<file path="src/rtl/unbus16.sv">
// unbus16: registered 16-bit word-to-bit unpacker with MSB-first serial shifter.
// Define UNBUS16_PARITY_EN to append an even-parity bit to every frame.
module unbus16 (
    input  logic        clk,
    input  logic        rst,
    input  logic        load,
    input  logic [15:0] D,
    output logic        ready,
    output logic        busy,
    output logic        SO,
    output logic        SO_valid,
    output logic        done,
    output logic        Q15,
    output logic        Q14,
    output logic        Q13,
    output logic        Q12,
    output logic        Q11,
    output logic        Q10,
    output logic        Q9,
    output logic        Q8,
    output logic        Q7,
    output logic        Q6,
    output logic        Q5,
    output logic        Q4,
    output logic        Q3,
    output logic        Q2,
    output logic        Q1,
    output logic        Q0
);

    typedef enum logic [1:0] {
`ifdef UNBUS16_PARITY_EN
        PARITY = 2'd2,
`endif
        IDLE   = 2'd0,
        SHIFT  = 2'd1
    } state_t;

`ifdef UNBUS16_PARITY_EN
    localparam logic DONE_ON_DATA = 1'b0;
`else
    localparam logic DONE_ON_DATA = 1'b1;
`endif

    state_t      state_q;
    logic [15:0] hold_q;
    logic [15:0] shift_q;
    logic [3:0]  cnt_q;
    logic        so_q;
    logic        so_valid_q;
    logic        done_q;
    logic        busy_q;

    // Outputs are produced one edge ahead so every port comes straight from a flop.
    always_ff @(posedge clk or posedge rst) begin
        if (rst) begin
            state_q    <= IDLE;
            hold_q     <= '0;
            shift_q    <= '0;
            cnt_q      <= '0;
            so_q       <= 1'b0;
            so_valid_q <= 1'b0;
            done_q     <= 1'b0;
            busy_q     <= 1'b0;
        end else begin
            // NOTE: non-blocking assignments here, so every read of a _q below sees the pre-edge value.
            case (state_q)
                IDLE: begin
                    if (load) begin
                        hold_q     <= D;
                        shift_q    <= D;
                        cnt_q      <= '0;
                        state_q    <= SHIFT;
                        so_q       <= D[15];
                        so_valid_q <= 1'b1;
                        done_q     <= 1'b0;
                        busy_q     <= 1'b1;
                    end
                end
                SHIFT: begin
                    shift_q <= {shift_q[14:0], 1'b0};
                    if (cnt_q == 4'd15) begin
`ifdef UNBUS16_PARITY_EN
                        state_q    <= PARITY;
                        so_q       <= ^hold_q;
                        done_q     <= 1'b1;
`else
                        state_q    <= IDLE;
                        so_q       <= 1'b0;
                        so_valid_q <= 1'b0;
                        done_q     <= 1'b0;
                        busy_q     <= 1'b0;
`endif
                    end else begin
                        cnt_q  <= cnt_q + 4'd1;
                        so_q   <= shift_q[14];
                        done_q <= DONE_ON_DATA && (cnt_q == 4'd14);
                    end
                end
`ifdef UNBUS16_PARITY_EN
                PARITY: begin
                    state_q    <= IDLE;
                    so_q       <= 1'b0;
                    so_valid_q <= 1'b0;
                    done_q     <= 1'b0;
                    busy_q     <= 1'b0;
                end
`endif
                default: begin
                    state_q    <= IDLE;
                    so_q       <= 1'b0;
                    so_valid_q <= 1'b0;
                    done_q     <= 1'b0;
                    busy_q     <= 1'b0;
                end
            endcase
        end
    end

    assign ready    = ~busy_q;
    assign busy     = busy_q;
    assign SO       = so_q;
    assign SO_valid = so_valid_q;
    assign done     = done_q;

    assign {Q15, Q14, Q13, Q12, Q11, Q10, Q9, Q8,
            Q7,  Q6,  Q5,  Q4,  Q3,  Q2,  Q1, Q0} = hold_q;

endmodule

</file>
<file path="config.mk">
export PLATFORM = sky130hd
export DESIGN_NAME = unbus16
export DESIGN_NICKNAME = d
export VERILOG_FILES = /design/src/rtl/unbus16.sv
export SDC_FILE = /design/constraint.sdc
export NUM_CORES = 1
export LEC_CHECK = 0
export BUFFER_PORTS_ARGS = -buffer_cell sky130_fd_sc_hd__buf_2
export CAP_MARGIN = 10
export CORE_MARGIN = 3
export CORE_UTILIZATION = 52
export CTS_CLUSTER_SIZE = 8
export DETAILED_ROUTE_END_ITERATION = 10
export PLACE_DENSITY_LB_ADDON = 0.3
export SLEW_MARGIN = 20
export SYNTH_ARGS = -nofsm -noshare
export SYNTH_HDL_FRONTEND = slang
export SYNTH_SLANG_ARGS = --single-unit
</file>
<file path="constraint.sdc">
create_clock -name clk -period 1.49 [get_ports clk]
set_input_delay 0 -clock clk [delete_from_list [all_inputs] [get_ports clk]]
set_output_delay 0 -clock clk [all_outputs]
set_load 0.05 [all_outputs]
</file>
## Word level (Yosys, flattened, before mapping)

Index checks and enable logic that the tools add are counted.

| operators by class | value |
|---|---|
| add/subtract/negate cells | 1 |
| eq/ne operators | 6 |
| mux-type cells | 17 |
| bitwise operators | 1 |
| reductions and logical operators | 6 |

Operators by type and width:

| kind | number |
|---|---|
| $pmux 15 s2 | 1 |
| $mux 15 | 1 |
| $eq 4x4->1 const B | 2 |
| $mux 4 | 2 |
| $pmux 4 s2 | 1 |
| $mux 1 | 6 |
| $ne 2x2->1 const B | 3 |
| $pmux 1 s2 | 3 |
| $reduce_and 2->1 | 3 |
| $add 4x1->4 const B | 1 |
| $mux 2 | 2 |
| $pmux 2 s2 | 1 |
| $reduce_and 3->1 | 1 |
| $eq 2x1->1 const B | 1 |
| $logic_not 2->1 | 1 |
| $reduce_bool 2->1 | 1 |
| $not 1->1 | 1 |

| storage, ports and cells | value |
|---|---|
| bits in registers | 40 |
| input port bits | 19 |

## Depth between registers and ports, before layout

Gate-level depths: netlist (run 1).

| depth | value |
|---|---|
| depth in word-level cells | 3 |
| gate-level depth with buffers | 6 |
| depth with buffers taken out | 4 |

## Worst setup path before layout (run 1)

No wires, ideal clock.

| timing path | value |
|---|---|
| kind | register to register |
| start | reg, netlist name busy |
| end | reg cnt_q[3] |
| library setup time | 79 ps |
| arrival | 1302 ps |
| required time | 1411 ps |
| setup slack | 109 ps |
| cell stages (with the launch flop) | 6 |
| buffers on the path | 2 |
| clock period less this slack | 1381 ps |
| path through | dfrtp_1 -> buf_4 -> nand2b_1 -> buf_4 -> nand2_1 -> mux2i_1 |

RTL lines:

| item | line | source |
|---|---|---|
| end signal, assigned | 95 | `cnt_q <= cnt_q + 4'd1;` |
| end, declared | 48 | `logic [3:0] cnt_q;` |

## Worst setup path after layout (run 1)

| timing path | value |
|---|---|
| start | reg busy_q, in the netlist busy |
| end | out busy |

RTL lines:

| item | line | source |
|---|---|---|
| start, declared | 52 | `logic busy_q;` |
| start signal, assigned | 64 | `busy_q <= 1'b0;` |
| start signal, assigned | 77 | `busy_q <= 1'b1;` |
| start signal, assigned | 92 | `busy_q <= 1'b0;` |
| end, declared | 9 | `output logic busy,` |

No word-level cell between the ends.

==> flow_metrics.py, run 1 <==
metrics = {
    "worst_hold_path": {
        "worstHoldStart": "load",
        "worstHoldPathType": "input port to flip-flop",
    },
    "global_route": {
        "antenna_found_initial": 0,
        "grt_max_degree": 39,
        "grt_pass1_vias": 1417,
        "gr-total-overflow": 0,
        "grt_pass1_wl_mm": 6.21,
        "gr-usage-all-layers_pct": 19.8,
    },
    "finish": {
        "nNetsFinal": 249,
        "layout_common_cells": "nand2_1 (68), buf_2 (39), dfrtp_1 (38), mux2i_1 (19), dlygate4sd3_1 (17)",
        "n_antenna_cell": 0,
        "final_cells": 271,
        "area_delta_synth_final_pct": 27.4,
        "mostFrequentLayoutCell": "nand2_1",
        "layout-drive-gt1-share_pct": 23.1,
        "fin_area_sq_um": 2130,
    },
    "place": {
        "place_congestion": 0.736,
        "pre_cts_ws_ps": 244,
        "dp_hpwl_mm": 2.41,
        "dpl_cell_area_sq_um": 1890,
        "dp_cells": 246,
        "io_buffers": 39,
    },
    "routing": {
        "avgViaCountPerCell": 4.97,
        "dr.pass1.iters": 4,
        "drc": 0,
        "wl_mm": 3.48,
        "first_iter_violations": 57,
        "ant_nets": 0,
        "vias": 1347,
        "wl_per_cell_um": 12.8,
    },
    "critical_path": {
        "crit_fanout": 15,
        "cp.arrival_ps": 1300,
        "cp-end-kind": "primary output",
        "required_ps": 1490,
        "r2r-start": "cnt_q[0]",
        "rrSetupSlack_ps": 240,
        "start_kind": "flip-flop",
        "crit_start": "busy",
        "critPathKind": "flip-flop to primary output",
    },
    "cts": {
        "cts_buffer_depth": 2,
        "cts_root_buf": "clkbuf_4",
        "clock_sinks": 38,
        "cts_resized": 0,
        "h-tree-depth": 2,
        "cts_tree": "built",
        "cts_made_buffers": 5,
        "path_clk_slew_ps": 100,
        "cts_setup_buffers": 0,
        "clkLatencyLatePin_ps": 340,
    },
    "logic_synthesis": {
        "synth_fp_nets": 190,
        "synth.distinct_cells": 18,
        "avgSynthCellArea_sq_um": 9.91,
        "synthesis.area_sq_um": 1680,
        "synth_mux_area_share_pct": 11.4,
        "synth_top_family_by_area": "simple AND/OR/NAND/NOR gates",
        "seq_area_frac_synth_pct": 56.8,
        "synth-simple-area-share_pct": 19.0,
        "synth_compound_area_share_pct": 5.08,
        "synthAdderAreaFrac_pct": 1.49,
        "syn_inst": 169,
        "ys_warn_count": 0,
        "synthXorXnorAreaFrac_pct": 0.523,
        "synth-seq-cells": 38,
    },
    "sta": {
        "rsz0062_at_grt": "false",
        "fmaxAchievable_mhz": 767,
        "setup_ws_ps": 186,
        "finalSetupTns_ps": 0,
        "tightest_slew_ps": 474,
        "fin_crit_sh_pct": 87.5,
        "fin_worst_skew_ps": 12.2,
        "hold_viol": 0,
        "finalSetupViolCount": 0,
        "relSlewSlack_pct": 68.4,
        "slew_viol_final": 0,
        "period_needed_ps": 1300,
    },
    "outcome": {
        "status": "completed",
    },
    "pwr": {
        "power.total_w": 0.00477,
        "p_leak_nw": 1.15,
        "power.density_nw_per_um2": 2230,
        "ir_drop_uv": 1150,
    },
    "die": {
        "die_area_sq_um": 3940,
        "die_h_um": 62.8,
        "start_util_pct": 57.8,
        "io-pin-count": 40,
        "core_sq_um": 2900,
        "fp-row-count": 19,
        "chipWidth_um": 62.8,
    },
    "job": {
        "maxCapViolCount": 0,
    },
}
==> final timing paths <==
check                             end  cells after the start
min reg2reg                hold_q[14]                      2
max reg2reg                  cnt_q[0]                      4
min                        shift_q[0]                      3
max in group asynchronous    cnt_q[0]                      4
min in group asynchronous   hold_q[3]                      4
max                              busy                      2
==> cell usage after synthesis (all sizes together) <==
cell	count	area share, %
and4b	1	0.60
mux2i	19	11
buf	10	4.9
clkbuf	1	0.22
xor2	1	0.52
nand3	4	1.2
nand2b	1	0.37
nor3	1	0.30
ha	2	1.5
inv	3	0.67
nor2b	1	0.82
a21oi	1	0.30
dfrtp	38	57
o21ai	16	4.8
nor2	2	0.45
nand2	68	15
==> metrics by stage <==
stage,util [%],hold slack [ps]
2_1_floorplan,-,105
3_3_place_gp,65.1,126
3_5_place_dp,65.1,145
4_1_cts,73.6,135
5_1_grt,73.6,167
6_report,73.6,141
==> report_power, final <==
part           switching (W)  internal [W]  total [W]
clock network       0.000327      0.000356   0.000683
registers           0.000284       0.00149    0.00178
logic                0.00165      0.000654    0.00231
total                0.00226       0.00250    0.00477
==> area by class of cell <==
type	count	area (sq um)
timing repair buffer	63	418
tap	42	52.6
clock inverter	1	30.0
fill	234	766
inverter	3	11.3
multi-input combinational	117	627
clock buffer	7	45.0
sequential	38	951
==> worst max-delay path, cell delays in order (launching register included) <==
cell     delay (ps)
dfrtp_1         450
buf_4           230
buf_2           290
==> timing repair <==
action                     4_1_cts  5_1_grt
setup endpoints to repair        0        0
hold endpoints to repair        68        0
hold buffers                    17        0
==> metal layers <==
metal	global-route usage, %	vias up	wire (um)
met5	0	-	0
met4	7.44	0	46
met3	4.50	7	218
met2	36.2	44	1790
met1	22.4	633	1420
li1	-	663	-
==> flip-flops by register name, indices dropped and copies added, names as in the netlist <==
signal	count
hold_q	16
shift_q	15
cnt_q	4
SO	1
busy	1
done	1
==> kinds of logic (layout without fill, tap and decap cells) <==
kind of cell | after synthesis | count (layout)
simple gates | 78 | 78
buf+inv | 14 | 74
compound gates | 17 | 17
mux | 19 | 19
fa+ha+maj | 2 | 2
xor+xnor | 1 | 1
flops | 38 | 38
(Power assumes the default switching activity.)
==> run 2: changes to the inputs <==
- CORE_UTILIZATION: 52 -> 25
==> flow_metrics.py, run 2 (same netlist as run 1, synthesis figures left out) <==
metrics = {
    "critical_path": {
        "critPathKind": "flip-flop to primary output",
        "required_ps": 1490,
        "cp.arrival_ps": 1250,
        "cp-end-kind": "primary output",
        "crit_fanout": 15,
        "start_kind": "flip-flop",
    },
    "sta": {
        "period_needed_ps": 1250,
        "fmaxAchievable_mhz": 803,
        "relSlewSlack_pct": 67.6,
        "finalSetupTns_ps": 0,
        "tightest_slew_ps": 487,
        "slew_viol_final": 0,
        "hold_viol": 0,
        "holdWs_ps": 90.1,
        "fin_crit_sh_pct": 83.6,
        "fin_worst_skew_ps": 5.10,
        "rsz0062_at_grt": "false",
        "finalSetupViolCount": 0,
    },
    "routing": {
        "wl_per_cell_um": 11.9,
        "avgViaCountPerCell": 4.17,
        "route.met3.wl_um": 154,
        "first_iter_violations": 31,
        "dr.pass1.iters": 4,
        "wl_met1_mm": 1.74,
        "vias": 1272,
        "ant_nets": 0,
        "wl_mm": 3.62,
        "drc": 0,
        "route.met2.wl_mm": 1.67,
        "top_layer": "met4",
    },
    "cts": {
        "cts_buffer_depth": 2,
        "path_clk_slew_ps": 70,
        "h-tree-depth": 2,
        "cts_hold_buf": 17,
        "cts_setup_buffers": 0,
        "cts_root_buf": "clkbuf_8",
        "cts_made_buffers": 5,
        "clkLatencyLatePin_ps": 290,
        "cts_resized": 0,
        "cts_tree": "built",
        "clock_sinks": 38,
    },
    "finish": {
        "largest_register": "hold_q",
        "multi_input_area_sq_um": 627,
        "fill_cells": 661,
        "nNetsFinal": 249,
        "final-seq-area_sq_um": 951,
        "layout_common_cells": "nand2_1 (68), buf_2 (39), dfrtp_1 (38), mux2i_1 (19), dlygate4sd3_1 (17)",
        "area_delta_synth_final_pct": 30.1,
        "layout-drive-gt1-share_pct": 22.8,
        "n_antenna_cell": 0,
        "reg_top3": "hold_q: 16 flops, shift_q: 15 flops, cnt_q: 4 flops",
        "utilization_pct": 33.9,
        "largest_register_ffs": 16,
        "final_cells": 305,
        "mostFrequentLayoutCell": "nand2_1",
    },
    "pwr": {
        "power.total_w": 0.00472,
        "p_leak_nw": 1.15,
        "power.density_nw_per_um2": 2170,
        "ir_drop_uv": 440,
    },
    "die": {
        "die_h_um": 87.9,
        "fp-row-count": 29,
        "core_sq_um": 6420,
        "die_area_sq_um": 7720,
        "start_util_pct": 26.1,
        "io-pin-count": 40,
        "chipWidth_um": 87.9,
    },
    "global_route": {
        "gr-total-overflow": 0,
        "antenna_found_initial": 0,
        "grt_max_degree": 39,
        "grt_pass1_vias": 1235,
        "gr-usage-all-layers_pct": 10.3,
        "grt_pass1_wl_mm": 6.07,
    },
    "place": {
        "place_congestion": 0.636,
        "io_buffers": 39,
        "dp_cells": 281,
        "dp_hpwl_mm": 2.44,
    },
    "job": {
        "maxCapViolCount": 0,
    },
    "outcome": {
        "status": "completed",
    },
    "worst_hold_path": {
        "worstHoldPathType": "input port to flip-flop",
    },
}
==> run 2: where the power goes <==
part / total [W] / switching, W / leakage [nW] / internal, W
combinational: 0.00229 / 0.00163 / 0.633 / 0.000655
sequential: 0.00177 / 0.000272 / 0.477 / 0.00150
clock: 0.000663 / 0.000341 / 0.0383 / 0.000322
==> run 2: worst paths after layout <==
kind	from	to	slack, ps	depth (start not counted)
min in group asynchronous	rst	hold_q[5]	370	4
min reg2reg	hold_q[11]	hold_q[11]	470	2
min	load	shift_q[0]	90	3
max in group asynchronous	rst	cnt_q[0]	790	4
max	busy	ready	240	3
max reg2reg	cnt_q[0]	cnt_q[3]	260	4
==> run 2: final cells by class <==
class | count | share of cell area (%)
timing repair buffer | 63 | 19.2
sequential | 38 | 43.6
clock buffer | 7 | 3.50
multi-input combinational | 117 | 28.8
tap | 77 | 4.42
inverter | 3 | 0.517
==> run 2: through the flow <==
step,setup slack [ps],area [sq um]
2_1_floorplan,109,1680
3_3_place_gp,319,1930
3_5_place_dp,266,1930
4_1_cts,228,2180
5_1_grt,91.4,2180
6_report,245,2180
==> run 2: worst max-delay path, cell delays in order, from the launching register on <==
cell     delay, ps
dfrtp_1        440
buf_4          210
inv_1           60
buf_2          250
==> run 2: metal layers <==
metal | up-vias | global-route usage (%)
li1 | 662 | -
met1 | 582 | 13.3
met2 | 24 | 16.2
met3 | 4 | 3.10
met4 | 0 | 3.77
met5 | - | 0
==> run 3: changes to the inputs <==
- clock period: 1.49 -> 1.1 ns (I/O delays scaled with it)
==> flow_metrics.py, run 3 (same netlist as run 1, synthesis figures left out) <==
metrics = {
    "outcome": {
        "status": "completed",
    },
    "worst_hold_path": {
        "hold_end": "hold_q[1]",
        "worstHoldPathType": "input port to flip-flop",
        "holdPathStages": 4,
        "worstHoldStart": "load",
    },
    "pwr": {
        "p_leak_nw": 1.25,
        "p_int_w": 0.00395,
        "power_frac_seq_pct": 33.4,
        "power.total_w": 0.00721,
        "comb_power_share_pct": 50.4,
        "ir_drop_uv": 696,
        "p_sw_share_pct": 45.2,
        "clockPowerShare_pct": 16.2,
        "power.density_nw_per_um2": 2980,
        "power.switching_w": 0.00326,
    },
    "routing": {
        "first_iter_violations": 35,
        "avgViaCountPerCell": 4.21,
        "top_layer": "met4",
        "drc": 0,
        "route.met2.wl_mm": 1.83,
        "wl_per_cell_um": 12.2,
        "dr.pass1.iters": 4,
        "wl_met1_mm": 1.86,
        "route.met3.wl_um": 153,
        "vias": 1340,
        "wl_mm": 3.89,
        "ant_nets": 0,
    },
    "critical_path": {
        "cp-end-kind": "primary output",
        "cp.arrival_ps": 1100,
        "rrSetupSlack_ps": 10,
        "start_kind": "flip-flop",
        "r2r-start": "busy",
        "critPathKind": "flip-flop to primary output",
        "reg2regPathDepth": 3,
        "required_ps": 1100,
        "reg2reg_to": "hold_q[5]",
        "crit_fanout": 7,
    },
    "cts": {
        "path_clk_slew_ps": 80,
        "h-tree-depth": 2,
        "cts_made_buffers": 5,
        "cts_tree": "built",
        "clkLatencyLatePin_ps": 290,
        "clock_sinks": 38,
        "cts_buffer_depth": 2,
        "cts_root_buf": "clkbuf_8",
    },
    "job": {
        "maxCapViolCount": 0,
    },
    "finish": {
        "largest_register_ffs": 16,
        "area_delta_synth_final_pct": 44.5,
        "mostFrequentLayoutCell": "nand2_1",
        "nNetsFinal": 261,
        "largest_register": "hold_q",
        "n_antenna_cell": 0,
        "reg_top3": "hold_q: 16 flops, shift_q: 15 flops, cnt_q: 4 flops",
        "layout_common_cells": "nand2_1 (67), dfrtp_1 (37), buf_2 (36), mux2i_1 (19), dlygate4sd3_1 (17)",
        "final-seq-area_sq_um": 952,
        "utilization_pct": 37.7,
        "multi_input_area_sq_um": 673,
        "fill_cells": 659,
        "layout-drive-gt1-share_pct": 31.1,
    },
    "sta": {
        "tightest_slew_ps": 561,
        "fin_crit_sh_pct": 99.8,
        "fmaxAchievable_mhz": 911,
        "slew_viol_final": 0,
        "relSlewSlack_pct": 62.5,
        "finalSetupViolCount": 0,
        "rsz0062_at_grt": "true",
        "fin_worst_skew_ps": 6.44,
        "hold_viol": 0,
        "period_needed_ps": 1100,
        "holdWs_ps": 196,
    },
    "die": {
        "die_h_um": 87.9,
        "io-pin-count": 40,
        "core_sq_um": 6420,
        "start_util_pct": 26.1,
        "fp-row-count": 29,
        "chipWidth_um": 87.9,
        "die_area_sq_um": 7720,
    },
    "global_route": {
        "gr-usage-all-layers_pct": 11.0,
        "grt_pass1_wl_mm": 6.60,
        "gr-total-overflow": 0,
        "grt_max_degree": 21,
        "grt_pass1_vias": 1398,
        "antenna_found_initial": 0,
    },
    "place": {
        "place_congestion": 0.672,
        "dp_hpwl_mm": 2.57,
        "io_buffers": 39,
    },
}
## run 3: cell types whose count changed in the layout (fill, tap and decap cells not counted), sizes merged
cell / previous run / this run
clkinv: 0 / 2
clkbuf: 7 / 5
inv: 3 / 2
nand2b: 1 / 2
buf: 46 / 57
bufinv: 0 / 1
clkinvlp: 0 / 1
## run 3: power by group through the flow
stage | clock network, W | registers, W | logic [W]
finish | 0.00117 | 0.00241 | 0.00363
global route | 0.00128 | 0.00251 | 0.00402
CTS | 0.00122 | 0.00240 | 0.00355
detailed placement | 0 | 0.00241 | 0.00325
global placement | 0 | 0.00241 | 0.00319
floorplan | 0 | 0.00349 | 0.00140
## run 3: cell type report
cell class	instances	share of cell area (%)
clock buffers	5	2.84
multi-input cells	118	27.8
inverters	3	0.620
repair buffers	74	23.8
well taps	77	3.98
flip-flops and latches	38	39.3
clock inverters	3	1.65
## run 3: per-stage QoR
| stage | setup slack (ps) | setup TNS, ps | instance area [sq um] | instances |
|---|---|---|---|---|
| 6_report | 1.88 | 0 | 2420 | 318 |
| 5_1_grt | -56.8 | -860 | 2420 | 318 |
| 4_1_cts | -7.96 | -7.96 | 2370 | 316 |
| 3_5_place_dp | -64.7 | -232 | 2030 | 287 |
| 3_3_place_gp | -13.2 | -43.5 | 2030 | 287 |
| 2_1_floorplan | -86.5 | -1520 | 1700 | 169 |
## run 3: routing by layer
| metal | up-vias | track usage, % |
|---|---|---|
| li1 | 690 | - |
| met1 | 621 | 14.1 |
| met2 | 25 | 17.9 |
| met3 | 4 | 2.92 |
| met4 | 0 | 4.18 |
| met5 | - | 0 |
## run 3: critical path: stages, from the launching register on
cell and delay [ps]:
dfrtp_2 460, buf_8 150, clkinvlp_4 60, buf_8 130
## run 3: worst max path at each step
stage | from | to | slack, ps | cells after the start
6_report | busy | ready | 2 | 3
5_1_grt | cnt_q[1] | cnt_q[2] | -60 | 4
4_1_cts | busy | ready | -8 | 3
3_5_place_dp | cnt_q[0] | done | -60 | 4
3_3_place_gp | cnt_q[0] | cnt_q[3] | -10 | 4
2_1_floorplan | busy | cnt_q[3] | -90 | 5
## run 3: repair_timing
item                                    4_1_cts  5_1_grt
resized for setup                            11        9
hold endpoints to repair                     26        0
buffers inserted                              4        1
endpoints found under the setup margin        7       24
pin swaps                                     1        1
cloned                                        0        1
hold buffers                                 17        0
